==> config.mk <==
export PLATFORM = sky130hd
export DESIGN_NAME = decode_n_scan
export DESIGN_NICKNAME = d
export VERILOG_FILES = /design/src/rtl/decode_pkg.sv /design/src/rtl/decode_n_scan_onehot_dec.sv /design/src/rtl/decode_n_scan.sv
export SDC_FILE = /design/constraint.sdc
export NUM_CORES = 1
export LEC_CHECK = 0
export ABC_CLOCK_PERIOD_IN_PS = 2400
export BUFFER_PORTS_ARGS = -buffer_cell sky130_fd_sc_hd__buf_2
export CAP_MARGIN = 40
export CORE_UTILIZATION = 25
export DETAILED_ROUTE_END_ITERATION = 8
export GPL_TIMING_DRIVEN = 0
export HOLD_SLACK_MARGIN = 0.06
export SLEW_MARGIN = 20
export SYNTH_ARGS = -nofsm -noshare
export SYNTH_HDL_FRONTEND = slang
export SYNTH_SLANG_ARGS = --single-unit
==> constraint.sdc <==
create_clock -name clk -period 2.4 [get_ports clk]
set_input_delay 0.24 -clock clk [delete_from_list [all_inputs] [get_ports clk]]
set_output_delay 0.24 -clock clk [all_outputs]
set_load 0.01 [all_outputs]
==> src/rtl/decode_pkg.sv <==
`default_nettype none
// ============================================================================
// Module  : decode_pkg
// Purpose : Shared state and mode encodings for decode_n_scan.
// Rev     : 1.0
// ============================================================================
package decode_pkg;

  typedef enum logic [1:0] {
    ST_IDLE   = 2'd0,
    ST_DIRECT = 2'd1,
    ST_SCAN   = 2'd2
  } state_e;

  localparam logic MODE_DIRECT = 1'b0;
  localparam logic MODE_SCAN   = 1'b1;

endpackage
`default_nettype wire

==> src/rtl/decode_n_scan_onehot_dec.sv <==
`default_nettype none
// ============================================================================
// Module  : onehot_dec
// Purpose : Combinational N-to-2^N one-hot decoder with enable.
// Rev     : 1.0
// ============================================================================
module onehot_dec #(
  parameter int N = 3
) (
  input  logic          en,
  input  logic [N-1:0]  a,
  output logic [2**N-1:0] y
);

  for (genvar i = 0; i < 2**N; i++) begin : g_line
    assign y[i] = en & (a == N'(i));
  end

endmodule
`default_nettype wire

==> src/rtl/decode_n_scan.sv <==
`default_nettype none
// ============================================================================
// Module  : decode_n_scan
// Purpose : Registered one-hot select driver; direct decode via valid/ready
//           or auto-scan through all lines with programmable dwell.
// Rev     : 1.0
// ============================================================================
module decode_n_scan
  import decode_pkg::*;
#(
  parameter int N       = 3,
  parameter int DWELL_W = 8
) (
  input  logic               clk,
  input  logic               rst_n,
  input  logic               En,
  input  logic               mode,
  input  logic               addr_valid,
  input  logic [N-1:0]       addr,
  output logic               addr_ready,
  input  logic [DWELL_W-1:0] dwell,
  output logic [2**N-1:0]    Y,
  output logic [N-1:0]       idx,
  output logic               wrap
);

  localparam int OUTS = 2**N;

  state_e             state_q, state_d;
  logic [N-1:0]       idx_q, idx_d;
  logic [DWELL_W-1:0] dwell_cnt_q, dwell_cnt_d;
  logic [OUTS-1:0]    y_q, y_d;
  logic               wrap_q, wrap_d;
  logic               xfer;
  logic               scanning;
  logic               advance;
  logic               y_en;

  assign addr_ready = En & (mode == MODE_DIRECT);

  always_comb begin
    if (!En)                    state_d = ST_IDLE;
    else if (mode == MODE_SCAN) state_d = ST_SCAN;
    else                        state_d = ST_DIRECT;

    xfer = addr_valid & addr_ready;
    // Counting only happens while already in scan; the entry edge restarts dwell.
    scanning = (state_q == ST_SCAN) && (state_d == ST_SCAN);
    advance  = scanning && (dwell_cnt_q >= dwell);

    idx_d       = idx_q;
    dwell_cnt_d = '0;
    wrap_d      = 1'b0;
    if (xfer) begin
      idx_d = addr;
    end else if (advance) begin
      idx_d  = idx_q + N'(1);
      wrap_d = &idx_q;
    end else if (scanning) begin
      dwell_cnt_d = dwell_cnt_q + DWELL_W'(1);
    end

    y_en = (state_d != ST_IDLE);
  end

  onehot_dec #(
    .N (N)
  ) u_dec (
    .en (y_en),
    .a  (idx_d),
    .y  (y_d)
  );

  always_ff @(posedge clk or negedge rst_n) begin
    if (!rst_n) begin
      state_q     <= ST_IDLE;
      idx_q       <= '0;
      dwell_cnt_q <= '0;
      y_q         <= '0;
      wrap_q      <= 1'b0;
    end else begin
      state_q     <= state_d;
      idx_q       <= idx_d;
      dwell_cnt_q <= dwell_cnt_d;
      y_q         <= y_d;
      wrap_q      <= wrap_d;
    end
  end

  assign Y    = y_q;
  assign idx  = idx_q;
  assign wrap = wrap_q;

endmodule
`default_nettype wire
# --- Word level (Yosys, flattened, before mapping) ---
# Cells that the tools add are included.
word_totals:
  register_bits: 22
  elab_cells: 42
op_classes:
  n_eq_ne: 9
  magnitude_cmp: 1
  addsub: 2
  bitwise: 11
  n_reduce_logical: 5
  mux: 9
ops:
  columns: ["cell", "count"]
  rows:
  - ["8-bit 2-to-1 mux", 3]
  - ["3-bit == test, second input constant", 4]
  - ["1-bit AND", 10]
  - ["8-bit by 1-bit adder with 8-bit output, second input constant", 1]
  - ["8-bit greater-or-equal comparator", 1]
  - ["3-bit by 2-bit == test with 1-bit output, second input constant", 2]
  - ["3-bit 2-to-1 mux", 2]
  - ["2-bit == test, second input constant", 2]
  - ["2-bit 2-to-1 mux", 2]
  - ["3-bit by 1-bit adder with 3-bit output, second input constant", 1]
  - ["3-bit by 1-bit == test with 1-bit output, second input constant", 1]
  - ["3-bit logical NOT", 1]
  - ["3-bit AND reduction", 1]
  - ["1-bit logical AND", 2]
  - ["1-bit 2-to-1 mux", 2]
  - ["2-bit nonzero test", 1]
  - ["1-bit inverter", 1]

# --- Depth between registers and ports, before layout ---
logic_depth:
  depth_word: 9
  mapped_depth: 9

# --- By module ---
# Synthesis repeated with hierarchy kept, for this count alone.
hier_totals:
  cells_unflattened: 105
  hier_area_um2: 1181.1
modules_own_cells:
  columns: ["mod", "cells_per_inst", "area_per_inst_um2", "instances"]
  rows:
  - ["decode_n_scan", 97, 1084.8, 1]
  - ["onehot_dec", 8, 96.3, 1]

# --- Worst setup path after synthesis ---
# No wires, ideal clock.
synth_path:
  path_type: "flip-flop to flip-flop"
  start: "register dwell_cnt_q[0]"
  end: "register y_q[0] (netlist: Y[0])"
  setup_slack_ps: 329
  arrival_time_ps: 1984
  setup_ps: 87
  period_less_slack_ps: 2071
  n_path_buf: 0
  stages_incl_launch_ff: 10
  cell_sequence: "dfrtp_1 -> inv_1 -> ha_1 -> nand2b_4 -> a2111oi_4 -> o21bai_2 -> and3_4 -> a221oi_4 -> inv_2 -> nor3_1"
synth_between:
  elab_chain_cells: 6
synth_rtl:
  columns: ["element", "line", "source"]
  rows:
  - ["start: declaration", "decode_n_scan.sv:31", "logic [DWELL_W-1:0] dwell_cnt_q, dwell_cnt_d;"]
  - ["start signal: assignment", "decode_n_scan.sv:84", "dwell_cnt_q <= dwell_cnt_d;"]
  - ["8-bit greater-or-equal comparator", "decode_n_scan.sv:49", "advance = scanning && (dwell_cnt_q >= dwell);"]
  - ["1-bit logical AND", "decode_n_scan.sv:49", null]
  - ["3-bit 2-to-1 mux", "decode_n_scan.sv:56", "end else if (advance) begin"]
  - ["3-bit 2-to-1 mux", "decode_n_scan.sv:54", "if (xfer) begin"]
  - ["net idx_d[1]", "decode_n_scan.sv:30", "logic [N-1:0] idx_q, idx_d;"]
  - ["3-bit logical NOT", "decode_n_scan_onehot_dec.sv:16", "assign y[i] = en & (a == N'(i));"]
  - ["1-bit AND", "decode_n_scan_onehot_dec.sv:16", null]
  - ["net u_dec.y[0]", "decode_n_scan_onehot_dec.sv:12", "output logic [2**N-1:0] y"]
  - ["end signal: assignment", "decode_n_scan.sv:85", "y_q <= y_d;"]
  - ["end: declaration", "decode_n_scan.sv:32", "logic [OUTS-1:0] y_q, y_d;"]
# The timed path passes the listed nets, and every way through them passes these cells.

# --- Final worst setup path ---
layout_path:
  start: "register dwell_cnt_q[0]"
  end: "register y_q[6] (netlist: Y[6])"
layout_between:
  elab_chain_cells: 6
layout_rtl:
  columns: ["element", "line"]
  rows:
  - ["8-bit greater-or-equal comparator", "decode_n_scan.sv:49"]
  - ["1-bit logical AND", "decode_n_scan.sv:49"]
  - ["3-bit 2-to-1 mux", "decode_n_scan.sv:56"]
  - ["3-bit 2-to-1 mux", "decode_n_scan.sv:54"]
  - ["3-bit == test", "decode_n_scan_onehot_dec.sv:16"]
  - ["1-bit AND", "decode_n_scan_onehot_dec.sv:16"]
  - ["net u_dec.y[6]", "decode_n_scan_onehot_dec.sv:12"]
# The timed path passes the listed nets, and every way through them passes these cells.

==> results by group <==
Floorplan
  • Core Box Area: 4384 um^2
  • Row cnt: 24
  • Die Area: 4885 um^2
  • Die Span Y: 69.89 um
  • Die Wd: 69.89 um
  • Initial Util: 26.28%
  • I/O pin count: 29

Setup path
  • Largest stage delay, worst path: 450 ps
  • CP Launch Type: flip-flop
  • Worst setup path class: flip-flop to flip-flop
  • Crit-path leading delay family: compound AO/OA/AOI/OAI gates
  • CP Capture Type: flip-flop
  • Worst reg2reg path depth: 8
  • CP bufs+invs: 1
  • Worst endpoint required time: 2570 ps
  • Max FO, Critical Path: 5
  • CP Cell Sequence: inv_1, ha_1, nand2b_4, a2111oi_4, o21ba_4, o21ai_1, a311o_1, nor3_1
  • Slowest-stage cell, CP: a311o_1
  • Critical path depth: 8
  • Arrival time at the worst endpoint: 2390 ps

Synthesis
  • Syn_nets: 133
  • Yosys cell types: 30
  • Yosys Warn Count: 0
  • Yosys top cell by area: dfrtp_1
  • Mapped Avg Cell Area: 10.87 um^2
  • Synth Register Bits: 22
  • Cell Area, Synth: 1152 um^2
  • Synth top area share: 47.77%
  • Post-synthesis sequential area ratio: 47.77%
  • Synth Instances: 106
  • Leading post-synthesis cells by cell area: dfrtp_1 (48%), ha_1 (12%), nor3_1 (3.5%)

STA
  • Fmax: 449.6 MHz
  • Final Max Slew Viols: 0
  • Post-route setup TNS: 0 ps
  • Worst slew pin tran: 493.2 ps
  • Crit share post-route: 92.67%
  • Slew margin rel.: 67.12%
  • Final count of hold timing violations: 0
  • Max Clock Skew: 1.732 ps
  • Count of final setup violators: 0
  • RSZ-0062 raised after global routing: false
  • Final min period: 2224 ps

GRT
  • Pin count of the biggest net entering global routing: 23
  • First-pass GRT wire length: 3.712 mm
  • Global route overflow: 0
  • Met2 Use GR: 16.67%
  • Initial antenna violation count: 0
  • Total track usage: 9.314%
  • Vias in the first global route: 874
  • Top Usage Layer GRT: met2
  • Met1 usage: 12.08%
  • Grt met3 use: 1.443%

Power and ir drop
  • Power Density: 593.9 nW/um^2
  • VDD IR max: 0.2494 mV
  • Leak: 0.7506 nW
  • Total power: 0.8710 mW

Run
  • Max-Cap Viols: 0

Route
  • Detail Route Antenna Nets: 0
  • DRC: 0
  • Routed WL: 2.218 mm
  • 1st-iter DRT viols: 15
  • Vias per inst: 4.448
  • Pre-antenna DRT Iters: 4
  • Avg WL per Cell: 11.55 um
  • Vias: 854

Placed design
  • Area after DPL: 1358 um^2
  • Gpl congestion: 0.7539
  • Half-perimeter wire length after placement: 1.736 mm
  • Port Buffers: 28

Finish
  • Layout Area Growth over Synthesis: 27.25%
  • Most frequent cells in the layout: buf_2 (28), dfrtp_1 (21), ha_1 (11)
  • Most common cell after layout, fill and taps aside: buf_2
  • Antenna Cells: 0
  • Final net count: 168
  • Fraction of layout cells with a size suffix above 1: 32.86%
  • Post-Layout Inst Area: 1466 um^2

Clocking
  • TritonCTS clock tree: yes
  • CTS clk-pin slew, worst paths: 80 ps
  • CTS Buf Count: 3
  • Clk_lat worst skew: 250 ps
  • Clock H-tree levels: 1
  • Sink Count: 22
  • Root buf cell: clkbuf_8
  • CTS Buffer Depth: 2

Worst hold path
  • Hold Path Class: input pin to flip-flop
  • WHS Path Cells: 2

Status
  • Status: finished clean
per-stage QoR:
| step | setup slack [ps] | utilization, % | hold slack [ps] | instances |
|---|---|---|---|---|
| global route | 60.78 | 33.45 | 176.6 | 192 |
| finish | 176.0 | 33.45 | 166.8 | 192 |
| global placement | 73.86 | 30.96 | 231.0 | 186 |
| CTS | 21.84 | 32.82 | 159.1 | 191 |
| detailed placement | 30.55 | 30.96 | 234.3 | 186 |
| floorplan | 328.8 | - | -55.59 | 106 |
kinds of logic (layout without fill, tap and decap cells):
logic type	Yosys count	after routing	synth area share (%)
AND/OR/NAND/NOR	41	41	19.54
flip-flops	22	22	47.77
AO/OA/AOI/OAI	14	14	12.27
buffers and inverters	12	46	3.909
adder cells (fa/ha/maj)	11	11	11.94
XOR/XNOR	6	6	4.560
synth_stat cells (all sizes together):
| cell | number |
|---|---|
| dfrtp | 22 |
| inv | 12 |
| ha | 11 |
| nor2 | 9 |
| nor3 | 8 |
| and3 | 6 |
| nand2 | 6 |
| nand3 | 5 |
| xor2 | 4 |
| and2 | 3 |
| o21ai | 3 |
| a21oi | 2 |
| xnor2 | 2 |
| a2111oi | 1 |
| a211o | 1 |
| a221oi | 1 |
| a311o | 1 |
| a31oi | 1 |
| a41oi | 1 |
| and3b | 1 |
| nand2b | 1 |
| nand3b | 1 |
| o211ai | 1 |
| o21ba | 1 |
| o21bai | 1 |
| or3 | 1 |
what timing repair did:
item,4_1_cts,5_1_grt
hold endpoints to repair,22,0
buffers inserted,0,1
hold buffers,1,0
resized for setup,0,6
endpoints found under the setup margin,0,8
worst register-to-register path: cells and delay by family, from the launching register on:
kind            cells  cell delay [ps]
simple gates        2              320
fa+ha+maj           1              220
flops               1              440
buf+inv             1               70
compound gates      4             1110
report_power, final:
part / switching [mW] / total, mW / leakage (nW) / internal, mW
Sequential: 0.0105 / 0.401 / 0.295 / 0.390
Clock: 0.111 / 0.333 / 0.0357 / 0.222
Combinational: 0.0764 / 0.137 / 0.420 / 0.0606
Total: 0.198 / 0.871 / 0.751 / 0.673
metal layers:
layer,share of wire (%),vias up
li1,-,433
met1,48,400
met2,47,21
met3,5.0,0
met4,0,0
met5,0,-
path summary, 6_finish.rpt:
path / from / end / slack, ps
min: mode / state_q[0] / 170
max: dwell_cnt_q[0] / Y[6] / 180
min in group asynchronous: rst_n / dwell_cnt_q[3] / 490
min reg2reg: dwell_cnt_q[0] / dwell_cnt_q[0] / 490
max in group asynchronous: rst_n / dwell_cnt_q[0] / 1550
max reg2reg: dwell_cnt_q[0] / Y[6] / 180
final cells by class:
type                            count  area [um^2]
Clock buffer                        3        41.29
Inverter                           12        45.04
Fill cell                         452         2918
Multi-Input combinational cell     72        575.6
Sequential cell                    22        551.8
Timing Repair Buffer               30        157.7
Clock inverter                      1        30.03
Tap cell                           52        65.06
state kept, by name (all words and copies together) (netlist names):
name	cells
state_q	2
dwell_cnt_q	8
idx	3
wrap	1
Y	8
(Power assumes the default switching activity.)
